### src/rtl/mips_pkg.sv
// Shared constants and state encoding for the instruction/data memory arbiter.
package mips_pkg;

  localparam int ADDR_W = 32;
  localparam int DATA_W = 32;

  // Saturation value of the 2-bit starvation counter
  localparam logic [1:0] STARVE_SAT = 2'd3;

  typedef enum logic [1:0] {
    ST_IDLE   = 2'd0,
    ST_I_BUSY = 2'd1,
    ST_D_BUSY = 2'd2
  } arb_state_t;

endpackage

### src/rtl/mem_arbiter.sv
// Arbitrates one shared memory port between the fetch (I) and data (D) stages.
// D normally wins, but a pending fetch is guaranteed a slot after STARVE_MAX
// consecutive D grants. Commands are registered at grant and held until ack.
module mem_arbiter
  import mips_pkg::*;
#(
  parameter int STARVE_MAX = 3,
  parameter int AW         = ADDR_W
) (
  input  logic              clk,
  input  logic              reset,
  input  logic              i_req,
  input  logic [AW-1:0]     i_addr,
  input  logic              i_abort,
  output logic [DATA_W-1:0] i_rdata,
  output logic              i_ready,
  input  logic              d_req,
  input  logic              d_we,
  input  logic [AW-1:0]     d_addr,
  input  logic [DATA_W-1:0] d_wdata,
  output logic [DATA_W-1:0] d_rdata,
  output logic              d_ready,
  output logic              mem_req,
  output logic              mem_we,
  output logic [AW-1:0]     mem_addr,
  output logic [DATA_W-1:0] mem_wdata,
  input  logic [DATA_W-1:0] mem_rdata,
  input  logic              mem_ack,
  output logic              stall_if,
  output logic              stall_mem
);

  arb_state_t state;
  logic [1:0] starve_cnt;
  logic       abort_seen;
  logic       i_cand;
  logic       d_cand;
  logic       starve_ok;
  logic       grant_i;
  logic       grant_d;

  // Arbitration decision, only meaningful while idle
  always_comb begin
    i_cand    = i_req & ~i_ready & ~i_abort;
    d_cand    = d_req & ~d_ready;
    starve_ok = ({30'd0, starve_cnt} < STARVE_MAX);
    grant_i   = 1'b0;
    grant_d   = 1'b0;
    if (state == ST_IDLE) begin
      if (d_cand && (!i_req || starve_ok)) begin
        grant_d = 1'b1;
      end else if (i_cand) begin
        grant_i = 1'b1;
      end else begin
        grant_i = 1'b0;
      end
    end else begin
      grant_d = 1'b0;
    end
  end

  // Stall requests are derived from live requests and the registered ready pulses
  always_comb begin
    stall_if  = i_req & ~i_ready & ~i_abort;
    stall_mem = d_req & ~d_ready;
  end

  // Starvation counter: counts D grants that bypassed a waiting fetch
  always_ff @(posedge clk) begin
    if (reset) begin
      starve_cnt <= 2'd0;
    end else if (grant_d && i_req) begin
      if (starve_cnt != STARVE_SAT) begin
        starve_cnt <= starve_cnt + 2'd1;
      end else begin
        starve_cnt <= starve_cnt;
      end
    end else if ((state == ST_IDLE) && (grant_i || !i_req)) begin
      starve_cnt <= 2'd0;
    end else begin
      starve_cnt <= starve_cnt;
    end
  end

  // Arbiter FSM: issues the registered command, waits for ack, returns data
  always_ff @(posedge clk) begin
    if (reset) begin
      state      <= ST_IDLE;
      mem_req    <= 1'b0;
      mem_we     <= 1'b0;
      mem_addr   <= '0;
      mem_wdata  <= '0;
      i_rdata    <= '0;
      d_rdata    <= '0;
      i_ready    <= 1'b0;
      d_ready    <= 1'b0;
      abort_seen <= 1'b0;
    end else begin
      i_ready <= 1'b0;
      d_ready <= 1'b0;
      case (state)
        ST_IDLE: begin
          abort_seen <= 1'b0;
          if (grant_d) begin
            state     <= ST_D_BUSY;
            mem_req   <= 1'b1;
            mem_we    <= d_we;
            mem_addr  <= d_addr;
            mem_wdata <= d_wdata;
          end else if (grant_i) begin
            state     <= ST_I_BUSY;
            mem_req   <= 1'b1;
            mem_we    <= 1'b0;
            mem_addr  <= i_addr;
            mem_wdata <= '0;
          end else begin
            state <= ST_IDLE;
          end
        end
        ST_I_BUSY: begin
          if (mem_ack) begin
            state   <= ST_IDLE;
            mem_req <= 1'b0;
            // A squashed fetch still completes on the bus but is not delivered
            if (!(abort_seen || i_abort)) begin
              i_rdata <= mem_rdata;
              i_ready <= 1'b1;
            end else begin
              i_rdata <= i_rdata;
            end
          end else if (i_abort) begin
            abort_seen <= 1'b1;
          end else begin
            abort_seen <= abort_seen;
          end
        end
        ST_D_BUSY: begin
          if (mem_ack) begin
            state   <= ST_IDLE;
            mem_req <= 1'b0;
            d_ready <= 1'b1;
            // Stores complete without touching the load data register
            if (!mem_we) begin
              d_rdata <= mem_rdata;
            end else begin
              d_rdata <= d_rdata;
            end
          end else begin
            state <= ST_D_BUSY;
          end
        end
        default: begin
          state   <= ST_IDLE;
          mem_req <= 1'b0;
        end
      endcase
    end
  end

endmodule
### config.mk
export PLATFORM = sky130hd
export DESIGN_NAME = mem_arbiter
export DESIGN_NICKNAME = d
export VERILOG_FILES = /design/src/rtl/mips_pkg.sv /design/src/rtl/mem_arbiter.sv
export SDC_FILE = /design/constraint.sdc
export NUM_CORES = 1
export LEC_CHECK = 0
export ABC_AREA = 1
export CAP_MARGIN = 20
export CORE_MARGIN = 1.5
export CORE_UTILIZATION = 40
export CTS_CLUSTER_SIZE = 40
export DETAILED_ROUTE_END_ITERATION = 8
export GPL_ROUTABILITY_DRIVEN = 0
export HOLD_SLACK_MARGIN = 0.15
export PLACE_DENSITY = 0.81
export SLEW_MARGIN = 20
export SYNTH_ARGS = -nofsm -noshare
export SYNTH_HDL_FRONTEND = slang
export SYNTH_SLANG_ARGS = --single-unit
### constraint.sdc
create_clock -name clk -period 1.8 [get_ports clk]
set_input_delay 0.45 -clock clk [delete_from_list [all_inputs] [get_ports clk]]
set_output_delay 0.45 -clock clk [all_outputs]
set_load 0.02 [all_outputs]
==> out/results.tsv <==
metric	value	unit
P_int	6.20	mW
# hold bufs at CTS	0	
post-DR wirelength/cell	14.3	µm
Worst Setup SP	i_req	
Reg area	0.00274	mm²
path depth of the worst reg2reg path	9	
Worst setup EP type	output port	
Synth Instances	722	
Avg Cell Area, Syn	7.30	µm²
CP arrival	1.31	ns
Critical Path Fanout Max	2	
n_diodes	0	
initial core utilization	0.414	
die area	0.0139	mm²
largest net degree at the start of global routing	71	
Cell Rows	41	
WHS	0.426	ns
initial antenna violation count	0	
num ports	269	
layout cells sized above 1	0.0719	
Die Width	118	µm
hpwl dp	11900	µm
mapped cell area	0.00527	mm²
Seq pwr share	0.394	
GR Overflow Total	0	
syn nets	861	
VDD IR max	607	µV
cts bufs inserted	17	
FMAX	568	MHz
hold_sp	reset	
CTS tree	built	
end of the worst hold path	mem_req$_SDFFE_PP0P_	
pre-CTS setup slack	-0.442	ns
Area after DPL	0.00828	mm²
IO buf count	268	
initial DRC count	290	
Hold Path Depth	4	
max-slew violation count	0	
Critical Path RT	1.35	ns
flops & latches, synth	137	
status	complete, no violations	
power share of the clock group	0.425	
vias in the first global route	5376	
EDFF count, synth	0	
Filler Cells Inserted	1102	
Worst-path clk slew	0.05	ns
largest cells by area after synthesis	dfxtp_1 (52%), nand2_1 (16%), nor2_1 (9.5%)	
reg-to-reg critical path endpoint	mem_addr[31]$_SDFFE_PP0P_	
r2r setup slk	0.24	ns
max_slew headroom	0.782	
Final setup viols	0	
clock sinks	137	
Power per Cell Area	960	mW/mm²
synth unique cells	22	
Hold Path Class	in2reg	
multi-input logic area	0.00222	mm²
Nets	1131	
Seq/Total Area, Yosys	0.520	
Die H	118	µm
crit path kind	in2out	
post-synth top area cell	dfxtp_1	
vias per inst	4.74	
Worst Clk Skew	0.00809	ns
top-area cell type share of the netlist area	0.520	
Lkg Pwr	4.23	nW
htree depth	4	
worst-margin pin slew	0.327	ns
Final Hold Fails	0	
setup bufs post-CTS	0	
Sw Ratio	0.260	
most common cell in the netlist	nand2_1	
Core ar.	0.0127	mm²
design area	0.00873	mm²
r2r startpoint	state[0]$_SDFFE_PP0P_	
Worst Slack Setup Final	0.0397	ns
synth cell count leaders	nand2_1 (231), dfxtp_1 (137), nor2_1 (134)	
switching pwr	2.18	mW
Comb pwr share	0.181	
Max-cap violations	0	
fin crit share	0.978	
Setup crit start kind	input pin	
Final min period	1.76	ns
post-route ant nets	0	
CTS max path bufs	2	
warning count from the yosys run	0	
top_reg_cell synth	dfxtp_1	
Layout area overhead	65.6	%
clock latency on the worst-skew pair	0.41	ns
DR vias	5569	
total wire length	16800	µm
Total Routing Usage GR	0.245	
number of remaining DRC errors	0	
first-pass GRT wire length	27000	µm
post-synthesis async set-or-reset flop share	0	
DRT Pass-1 Iters	5	
clk root buf	clkbuf_16	
==> critical path, stage by stage <==
cell and delay [ns]:
clkdlybuf4s50_1 0.50, nand2_1 0.09, nor2_2 0.11, buf_4 0.16
==> worst max-delay path by stage <==
stage,endpoint,slack [ns],cells after the start
finish,stall_if,0.04,4
global route,stall_if,-0.0009,4
CTS,mem_addr[4],0.0003,1
floorplan,mem_wdata[10]$_SDFFE_PP0P_,0.41,9
detailed placement,stall_if,-0.44,4
global placement,stall_if,-0.43,4
==> metrics by stage <==
stage	utilization	power [mW]	TNS (ns)	std cells
finish	0.686	8.39	0	1174
global route	0.686	8.75	-0.000892	1174
CTS	0.685	8.46	0	1174
detailed placement	0.651	5.01	-17.89	1145
global placement	0.651	4.98	-14.50	1145
floorplan	-	4.15	0	722
==> state kept, by name, indices dropped and copies added, names as in the netlist <==
name / count
abort_seen: 1
d_rdata: 32
d_ready: 1
i_rdata: 32
i_ready: 1
mem_addr: 32
mem_req: 1
mem_wdata: 32
mem_we: 1
starve_cnt: 2
state: 2
==> power by group through the flow <==
| stage | logic [mW] | registers [mW] | clock network [mW] |
|---|---|---|---|
| floorplan | 0.560 | 3.59 | 0 |
| global placement | 1.62 | 3.37 | 0 |
| detailed placement | 1.64 | 3.37 | 0 |
| CTS | 1.53 | 3.30 | 3.63 |
| global route | 1.64 | 3.32 | 3.78 |
| finish | 1.51 | 3.30 | 3.57 |
==> logic make-up (layout without fill, tap and decap cells) <==
family,after synthesis,in the layout,share of synthesized area
simple gates,376,376,0.275
compound gates,142,142,0.136
flops,137,137,0.520
buf+inv,63,343,0.0593
fa+ha+maj,4,4,0.00949
==> area by class of cell <==
cell class                 instances  area share
timing repair buffer             298       0.331
sequential                       137       0.314
multi-input combinational        522       0.255
clock buffer                      17      0.0487
tap                              172      0.0246
clock inverter                    12      0.0205
inverter                          16     0.00688
==> per-layer routing <==
| metal | vias to the layer above | GRT usage | share of wire |
|---|---|---|---|
| met3 | 19 | 0.0964 | 0.094 |
| met5 | - | 0 | 0 |
| met2 | 207 | 0.424 | 0.49 |
| li1 | 2831 | - | - |
| met1 | 2512 | 0.272 | 0.40 |
| met4 | 0 | 0.0892 | 0.016 |
==> layout by cell type, fill, tap and decap left out, types with 3 or more instances in the layout <==
| cell | n |
|---|---|
| nand2_1 | 231 |
| dfxtp_1 | 137 |
| clkdlybuf4s50_1 | 133 |
| nor2_1 | 132 |
| dlygate4sd2_1 | 127 |
| a21oi_1 | 70 |
| o21ai_0 | 60 |
| buf_4 | 20 |
| clkbuf_16 | 17 |
| inv_1 | 13 |
| buf_12 | 11 |
| o21ai_1 | 10 |
| dlymetal6s2s_1 | 5 |
| nand3_1 | 4 |
| ha_1 | 4 |
| bufinv_16 | 4 |
| inv_2 | 3 |
| clkinv_4 | 3 |
| clkinvlp_4 | 3 |
==> repair_timing <==
item / 4_1_cts / 5_1_grt
cloned: 0 / 0
hold endpoints to repair: 0 / 0
setup endpoints to repair: 129 / 6
gates resized for setup: 135 / 7
Power figures use the tool's default switching activity.
